## src/rtl/wgt_fetch_sched.sv

```systemverilog
// Weight fetch scheduler: splits one weight region into memory read commands,
// caps the number of bursts in flight, and reports completion once every
// issued burst has returned its last data beat.
module wgt_fetch_sched #(
  parameter int NUM_PE          = 8,
  parameter int W_BW            = 8,
  parameter int MAX_OUTSTANDING = 4
) (
  input  logic        s_axi_aclk,
  input  logic        s_axi_aresetn,
  input  logic        start,
  input  logic [31:0] base_addr,
  input  logic [31:0] total_bytes,
  input  logic [22:0] max_burst_bytes,
  output logic        m_axis_cmd_tvalid,
  input  logic        m_axis_cmd_tready,
  output logic [79:0] m_axis_cmd_tdata,
  input  logic        mon_tvalid,
  input  logic        mon_tready,
  input  logic        mon_tlast,
  output logic        busy,
  output logic        done,
  output logic        err
);

  localparam int BEAT_B = NUM_PE * W_BW / 8;
  localparam int OS_W   = $clog2(MAX_OUTSTANDING + 1);
  localparam logic [OS_W-1:0] OS_MAX   = OS_W'(MAX_OUTSTANDING);
  localparam logic [31:0]     BEAT_B32 = 32'(BEAT_B);

  typedef enum logic [1:0] {
    IDLE  = 2'd0,
    ISSUE = 2'd1,
    DRAIN = 2'd2
  } state_t;

  state_t         state_q;
  logic [31:0]    addr_q;
  logic [31:0]    remaining_q;
  logic [22:0]    max_burst_q;
  logic [3:0]     tag_q;
  logic [OS_W-1:0] outstanding_q;

  logic            cmd_hs;
  logic            burst_done;
  logic            burst_ok;
  logic            stray_tlast;
  logic [OS_W-1:0] outstanding_nxt;
  logic            can_issue_nxt;
  logic            start_legal;
  logic [22:0]     cur_btt;
  logic [31:0]     rem_after;
  logic [31:0]     addr_after;
  logic [3:0]      tag_after;

  // A command carries at most max_burst bytes, fewer for the final tail.
  function automatic logic [22:0] min_btt(input logic [31:0] rem, input logic [22:0] maxb);
    if (rem < {9'd0, maxb}) return rem[22:0];
    else                    return maxb;
  endfunction

  // Command word layout: BTT, incrementing-burst and EOF flags, address, tag.
  function automatic logic [79:0] build_cmd(input logic [31:0] addr, input logic [22:0] btt,
                                            input logic [3:0] tag);
    return {12'd0, tag, addr, 1'b0, 1'b1, 6'd0, 1'b1, btt};
  endfunction

  // Handshake decode, outstanding-burst bookkeeping and next-command arithmetic.
  always_comb begin
    cmd_hs          = m_axis_cmd_tvalid & m_axis_cmd_tready;
    burst_done      = mon_tvalid & mon_tready & mon_tlast;
    burst_ok        = burst_done && (outstanding_q != '0);
    stray_tlast     = burst_done && (outstanding_q == '0);
    outstanding_nxt = outstanding_q + OS_W'(cmd_hs) - OS_W'(burst_ok);
    can_issue_nxt   = (outstanding_nxt < OS_MAX);
    start_legal     = (total_bytes != 32'd0) && (max_burst_bytes != 23'd0) &&
                      ((total_bytes % BEAT_B32) == 32'd0) &&
                      (({9'd0, max_burst_bytes} % BEAT_B32) == 32'd0);
    cur_btt         = min_btt(remaining_q, max_burst_q);
    rem_after       = remaining_q - {9'd0, cur_btt};
    addr_after      = addr_q + {9'd0, cur_btt};
    tag_after       = tag_q + 4'd1;
  end

  // Region FSM with all outputs registered; tvalid is only raised when the
  // outstanding count after this edge still leaves room for another burst.
  always_ff @(posedge s_axi_aclk or negedge s_axi_aresetn) begin
    if (!s_axi_aresetn) begin
      state_q           <= IDLE;
      addr_q            <= '0;
      remaining_q       <= '0;
      max_burst_q       <= '0;
      tag_q             <= '0;
      outstanding_q     <= '0;
      m_axis_cmd_tvalid <= 1'b0;
      m_axis_cmd_tdata  <= '0;
      busy              <= 1'b0;
      done              <= 1'b0;
      err               <= 1'b0;
    end else begin
      done          <= 1'b0;
      err           <= stray_tlast;
      outstanding_q <= outstanding_nxt;
      case (state_q)
        IDLE: begin
          if (start) begin
            if (start_legal) begin
              addr_q            <= base_addr;
              remaining_q       <= total_bytes;
              max_burst_q       <= max_burst_bytes;
              tag_q             <= 4'd0;
              busy              <= 1'b1;
              m_axis_cmd_tvalid <= 1'b1;
              m_axis_cmd_tdata  <= build_cmd(base_addr, min_btt(total_bytes, max_burst_bytes), 4'd0);
              state_q           <= ISSUE;
            end else begin
              err <= 1'b1;
            end
          end
        end
        ISSUE: begin
          if (cmd_hs) begin
            addr_q      <= addr_after;
            remaining_q <= rem_after;
            tag_q       <= tag_after;
            if (rem_after == 32'd0) begin
              m_axis_cmd_tvalid <= 1'b0;
              state_q           <= DRAIN;
            end else begin
              m_axis_cmd_tvalid <= can_issue_nxt;
              m_axis_cmd_tdata  <= build_cmd(addr_after, min_btt(rem_after, max_burst_q), tag_after);
            end
          end else begin
            m_axis_cmd_tvalid <= can_issue_nxt;
          end
        end
        DRAIN: begin
          if (outstanding_nxt == '0) begin
            done    <= 1'b1;
            busy    <= 1'b0;
            state_q <= IDLE;
          end
        end
        default: state_q <= IDLE;
      endcase
    end
  end

endmodule

```

## config.mk

```make
export PLATFORM = sky130hd
export DESIGN_NAME = wgt_fetch_sched
export DESIGN_NICKNAME = d
export VERILOG_FILES = /design/src/rtl/wgt_fetch_sched.sv
export SDC_FILE = /design/constraint.sdc
export NUM_CORES = 1
export LEC_CHECK = 0
export CAP_MARGIN = 20
export CORE_ASPECT_RATIO = 0.6
export CORE_UTILIZATION = 55
export CTS_CLUSTER_DIAMETER = 50
export DETAILED_ROUTE_END_ITERATION = 8
export DONT_BUFFER_PORTS = 1
export PLACE_DENSITY = 0.7
export SKIP_CTS_REPAIR_TIMING = 1
export SYNTH_ARGS = -nofsm -noshare
export SYNTH_HDL_FRONTEND = slang
export SYNTH_SLANG_ARGS = --single-unit
```

## constraint.sdc

```tcl
create_clock -name s_axi_aclk -period 11.1 [get_ports s_axi_aclk]
set_input_delay 0.555 -clock s_axi_aclk [delete_from_list [all_inputs] [get_ports s_axi_aclk]]
set_output_delay 0.555 -clock s_axi_aclk [all_outputs]
set_load 0.02 [all_outputs]
```

Word-level counts from Yosys, hierarchy flattened
Cells that the tools add are included.
Cells by class
  multiply operators: 0
  bitwise logic cells: 3
  mux-type cells: 38
  add/subtract/negate cells: 5
  shift-type cells: 0
  reduce and logical (&&, ||, !) cells: 22
  order comparisons: 4
  equality and inequality tests: 8
  divide/modulo/power cells: 0
Operator list (count)
  $mux 80: 4
  $mux 32: 6
  $pmux 80 s2: 1
  $pmux 32 s2: 2
  $logic_not 32->1: 3
  $lt 32x23->1: 3
  $mux 23: 3
  $add 32x23->32: 1
  $reduce_bool 32->1: 1
  $sub 32x23->32: 1
  $reduce_bool 23->1: 1
  $mux 4: 3
  $ne 2x2->1 const B: 6
  $mux 1: 10
  $mux 2: 5
  $reduce_and 5->1: 2
  $pmux 4 s2: 1
  $reduce_and 4->1: 2
  $logic_not 3->1: 2
  $pmux 2 s3: 1
  $reduce_and 3->1: 2
  $logic_and 1x1->1: 5
  $add 4x1->4 const B: 1
  $pmux 1 s2: 2
  9 further kinds: 12
Word-level totals
  memories: 0
  bits in registers: 180
  bits in latches: 0
  memory bits (writable): 0
  ROM bits: 0

Logic depth before layout (Yosys ltp)
  word-level depth: 8
  depth in mapped cells: 34
  depth with buffers taken out: 32

Worst setup path before layout
Ideal clock, no wire load.
  path type: register to register
  from: reg max_burst_q[1]
  to: reg m_axis_cmd_tdata[10]
  required time: 10.979 ns
  slack: 4.443 ns
  arrival time: 6.536 ns
  cell stages (with the launch flop): 34
  library setup time: 0.121 ns
  cells stage by stage: dfrtp_1 > inv_1 > ha_1 > a21o_1 > a21o_1 > a21oi_1 > nor2b_1 > o21ai_0 > a211o_1 > o2111ai_1 > a311oi_1 > o21ai_1 > clkbuf_1 > mux2i_1 > ha_1 > buf_2 > a211o_1 > a21oi_1 > o21ai_1 > or4_1 > o211a_1 > ha_1 > a21o_1 > a21o_1 > a21o_1 > a21oi_1 > o21bai_1 > a221oi_1 > o21ai_0 > nor4_4 > buf_6 > mux2i_1 > nor2_1 > o22a_1
Between the ends
  longest elaborated chain between the ends: 8
  elaborated cells between the ends (all ways): 11
  those cells by class: add/sub: 1; order compare: 2; eq/ne: 1; mux: 5; reduce/logical: 2
RTL lines
  from (decl): RTL line 40  | logic [22:0] max_burst_q;
  from (signal assigned): RTL line 110  | max_burst_q <= max_burst_bytes;
  $lt 32x23->1: RTL line 58  | if (rem < {9'd0, maxb}) return rem[22:0];
  $mux 23: RTL line 58
  $sub 32x23->32: RTL line 80  | rem_after = remaining_q - {9'd0, cur_btt};
  $lt 32x23->1: RTL line 58
  $mux 23: RTL line 58
  $mux 80: RTL line 126  | if (rem_after == 32'd0) begin
  $mux 80: RTL line 122  | if (cmd_hs) begin
  $pmux 80 s2: RTL line 104  | case (state_q)
  to (signal assigned): RTL line 114  | m_axis_cmd_tdata <= build_cmd(base_addr, min_btt(total_bytes, max_burst_bytes), 4'd0);
  to (signal assigned): RTL line 131  | m_axis_cmd_tdata <= build_cmd(addr_after, min_btt(rem_after, max_burst_q), tag_after);
  to (decl): RTL line 17  | output logic [79:0] m_axis_cmd_tdata,
Parallel ways exist; a longest one is shown, timed or not. The select of a mux whose other input is x is not followed.
A chain may end at the register's enable or synchronous reset.

Worst setup path after layout
  from: reg remaining_q[25]
  to: reg m_axis_cmd_tdata[22]
Between the ends
  longest elaborated chain between the ends: 8
  elaborated cells between the ends (all ways): 11
  those cells by class: add/sub: 1; order compare: 2; eq/ne: 1; mux: 5; reduce/logical: 2
RTL lines
  from (decl): RTL line 39  | logic [31:0] remaining_q;
  from (signal assigned): RTL line 109  | remaining_q <= total_bytes;
  from (signal assigned): RTL line 124  | remaining_q <= rem_after;
  $lt 32x23->1: RTL line 58
  $mux 23: RTL line 58
  $sub 32x23->32 (*): RTL line 80
  $lt 32x23->1: RTL line 58
  $mux 23: RTL line 58
  $mux 80: RTL line 126
  $mux 80: RTL line 122
  $pmux 80 s2: RTL line 104
Every way passes the cells marked *; elsewhere a longest branch is shown, timed or not. The select of a mux whose other input is x is not followed.

==> summary.txt <==
Outcome
  • Outcome: finished clean

Drt
  • Vias: approximately 12000
  • Iteration-0 DRC Markers: about 1400
  • DRC violation count after routing: 0
  • Vias per cell: approximately 6.5
  • Pre-antenna DRT Iters: 6
  • Routed len/inst: around 23 um
  • Post-route antenna net violation count: 0
  • Final WL: around 41000 um

Global route
  • Gr ovfl total: 0
  • Total track usage: 0.345
  • Antenna violations before repair: 1
  • Largest net degree at the start of global routing: around 160
  • Number of global-route vias before repair: approximately 11000
  • First-pass GRT wire length: 62400 um

Critical path
  • Required @ worst endpoint: roughly 11000 ps
  • R2R Path End: m_axis_cmd_tdata[22]
  • Crit. End Element: flip-flop
  • Buf+Inv Stages, Crit Path: 3
  • Critical Path AT: 8400 ps
  • R2R cell count: 26
  • Reg2Reg Launch Point: remaining_q[25]
  • Critical Path Start: remaining_q[25]
  • Peak fanout along the critical path: between 40 and 50
  • Crit-path max cell delay: between 800 and 900 ps
  • Critical path depth: 26
  • Crit start category: flip-flop
  • Cell family with most CP delay: compound AO/OA/AOI/OAI gates
  • Setup slack, reg-to-reg: about 3000 ps
  • CP max-delay cell: a2111oi_1
  • Setup CP Type: reg2reg
  • Critical path capture point: m_axis_cmd_tdata[22]

Finish
  • Area Growth Syn to Fin: 6.08%
  • Fraction of layout cells with a size suffix above 1: 0.0673
  • Diodes inserted: 0
  • Post-route cell area: 13600 sq um
  • NumNets Final: between 1500 and 2000

STA
  • Fin crit share: 0.727
  • RSZ-0062 raised after global routing: false
  • Slew @ Worst Pin: ~1100 ps
  • Setup Viol. Count Final: 0
  • Slew Viols, Final: 0
  • Highest Clock Rate: approximately 0.12 GHz
  • Setup TNS: 0 ps
  • Worst Clk Skew: about 16 ps
  • Final hold vios: 0
  • Relative slew slack: 0.299
  • Min cycle time layout: between 8000 and 9000 ps

Clocking
  • CTS Buf Count: 17
  • H-tree depth: 4
  • CTS tree: built
  • Root buf cell: clkbuf_16
  • Clk sinks: 160
  • Clock Path Buffers: 2
  • Clock slew at reported path FFs: approximately 70 ps
  • Worst-skew pair later-pin latency: around 460 ps

Run
  • MaxCap Viol Count: 0

Floorplanning
  • Die area: approximately 24000 sq um
  • Starting density of the core: 0.572
  • Overall die width: approximately 200 um
  • Die Y: around 120 um
  • Core Region: 22400 sq um
  • Num rows: 42
  • Ports: 178

Logic synthesis
  • Syn. warnings: 0
  • Fraction of registers with async set or reset after synthesis: 1.00
  • Mapped Avg Cell Area: about 8.5 sq um
  • Synthesized cell area: 12800 sq um
  • Yosys reg bits: 160
  • Number of enable flip-flop cells after synthesis: 0
  • Post-synthesis cell count: about 1500
  • Netlist cell types: 81
  • Register area share after synthesis: 0.312
  • Primary FF master, synth: dfrtp_1

Power and ir drop
  • P per Cell Area: ~250 nW/um^2
  • Sw power: between 1.5 and 2 mW
  • Internal power: 1.82 mW
  • Static leakage: between 6 and 7 nW
  • VDD IR max: between 0.0001 and 0.00015 V
  • Net Sw Frac: 0.461
  • Flop pwr share: 0.318
  • Clock power share: 0.190
  • Comb pwr share: 0.492

Placement
  • Port bufs: 0
  • Placer Congestion: roughly 1.0
  • Placed Area: approximately 13000 sq um
  • Post-DP HPWL: 30200 um

Worst hold path
  • Hold WC Path Type: in2async
[cells by family (layout without fill, tap and decap cells)]
| family | Yosys count | after routing | share of synthesized area |
|---|---|---|---|
| buf+inv | 173 | 124 | 0.0595 |
| flops | 160 | 160 | 0.312 |
| other cells | 1 | 19 | 0.000292 |
| fa+ha+maj | 118 | 118 | 0.117 |
| compound gates | 419 | 419 | 0.211 |
| simple gates | 474 | 474 | 0.177 |
| xor+xnor | 44 | 44 | 0.0300 |
| mux | 114 | 114 | 0.0934 |
[cell usage in the layout (no fill, tap or decap), types with 6 or more instances in the layout]
cell type / count
nand3_1: 31
o211ai_1: 7
a311oi_1: 12
dfrtp_1: 160
nor4_1: 23
xor2_1: 18
nand2_1: 169
o21ai_1: 12
inv_1: 81
conb_1: 19
mux2_1: 16
mux2i_1: 68
and3_1: 11
ha_1: 115
o22ai_1: 16
o31a_1: 6
a211oi_1: 10
o22a_1: 21
o21a_1: 11
nand4_1: 18
or3_1: 11
or2_2: 7
nand2b_1: 10
mux2_2: 30
a211o_1: 8
nor2_1: 115
clkbuf_16: 17
a21oi_1: 104
a31oi_1: 15
a21o_1: 44
nor2b_1: 8
xnor2_1: 26
buf_4: 10
o21ai_0: 101
nor3_1: 32
[metrics by stage]
| step | power, mW | worst slack [ps] | cells | hold slack, ps | utilization |
|---|---|---|---|---|---|
| 6_report | 3.37 | 3030 | 1780 | 45.1 | 0.607 |
| 5_1_grt | 3.60 | 2590 | 1780 | 125 | 0.607 |
| 4_1_cts | 3.33 | 3270 | 1778 | -222 | 0.605 |
| 3_5_place_dp | 2.67 | 3350 | 1748 | 264 | 0.578 |
| 3_3_place_gp | 2.64 | 2920 | 1747 | 266 | 0.577 |
| 2_1_floorplan | 2.27 | 4440 | 1521 | 259 | - |
[worst min-delay path by stage]
stage / depth (start not counted) / slack (ps) / startpoint / end
2_1_floorplan: 0 / 260 / s_axi_aresetn / addr_q[0]
3_3_place_gp: 0 / 270 / s_axi_aresetn / remaining_q[7]
3_5_place_dp: 0 / 260 / s_axi_aresetn / remaining_q[8]
4_1_cts: 0 / -220 / s_axi_aresetn / remaining_q[29]
5_1_grt: 1 / 130 / s_axi_aresetn / remaining_q[8]
6_report: 1 / 50 / s_axi_aresetn / remaining_q[8]
[synthesized netlist by cell type, types with 7 or more instances]
cell type | n | area, sq um
a21oi_1 | 104 | 521
a21o_1 | 44 | 330
dfrtp_1 | 160 | 4000
o22a_1 | 21 | 184
o21ai_1 | 14 | 70.1
clkbuf_1 | 55 | 206
and3_1 | 11 | 68.8
nor2_1 | 116 | 435
mux2_1 | 16 | 180
nand4_1 | 18 | 113
mux2i_1 | 68 | 681
inv_1 | 81 | 304
buf_2 | 7 | 35.0
ha_1 | 115 | 1440
nor3_1 | 33 | 165
a311oi_1 | 12 | 105
nor2b_1 | 9 | 56.3
o21ai_0 | 101 | 505
xnor2_1 | 26 | 228
or3_1 | 11 | 68.8
nand2_1 | 169 | 634
nor4_1 | 23 | 144
a211o_1 | 8 | 70.1
nand3_1 | 31 | 155
a31oi_1 | 15 | 93.8
o211ai_1 | 7 | 52.6
o22ai_1 | 16 | 100
buf_4 | 20 | 150
xor2_1 | 18 | 158
or2_2 | 7 | 43.8
o21a_1 | 11 | 82.6
a211oi_1 | 10 | 75.1
mux2_2 | 30 | 338
nand2b_1 | 12 | 75.1
[power by group through the flow]
stage | clock, mW | combinational [mW] | sequential (mW)
after floorplan | 0 | 1.27 | 1.00
after global placement | 0 | 1.57 | 1.07
after detailed placement | 0 | 1.60 | 1.08
after CTS | 0.645 | 1.61 | 1.07
after global routing | 0.662 | 1.84 | 1.10
final | 0.640 | 1.66 | 1.07
[metal layers]
metal	vias up	global-route usage	wire (um)
li1	5362	-	-
met1	5452	0.500	18500
met2	646	0.460	15800
met3	64	0.144	5430
met4	2	0.0981	801
met5	-	0	13
[registers in the layout, indices dropped and copies added (netlist names)]
register	count
m_axis_cmd_tvalid	1
tag_q	4
remaining_q	32
addr_q	32
state_q	2
err	1
done	1
busy	1
max_burst_q	23
m_axis_cmd_tdata	60
outstanding_q	3
[cell type report]
type                            count  area, sq um
Clock buffer                       23          498
Clock inverter                      7          125
Fill cell                        2013         8820
Inverter                           81          304
Multi-Input combinational cell   1188         8190
Sequential cell                   160         4000
Tap cell                          308          385
Timing Repair Buffer               13          111
No activity file was read; power rests on OpenSTA's default activity.
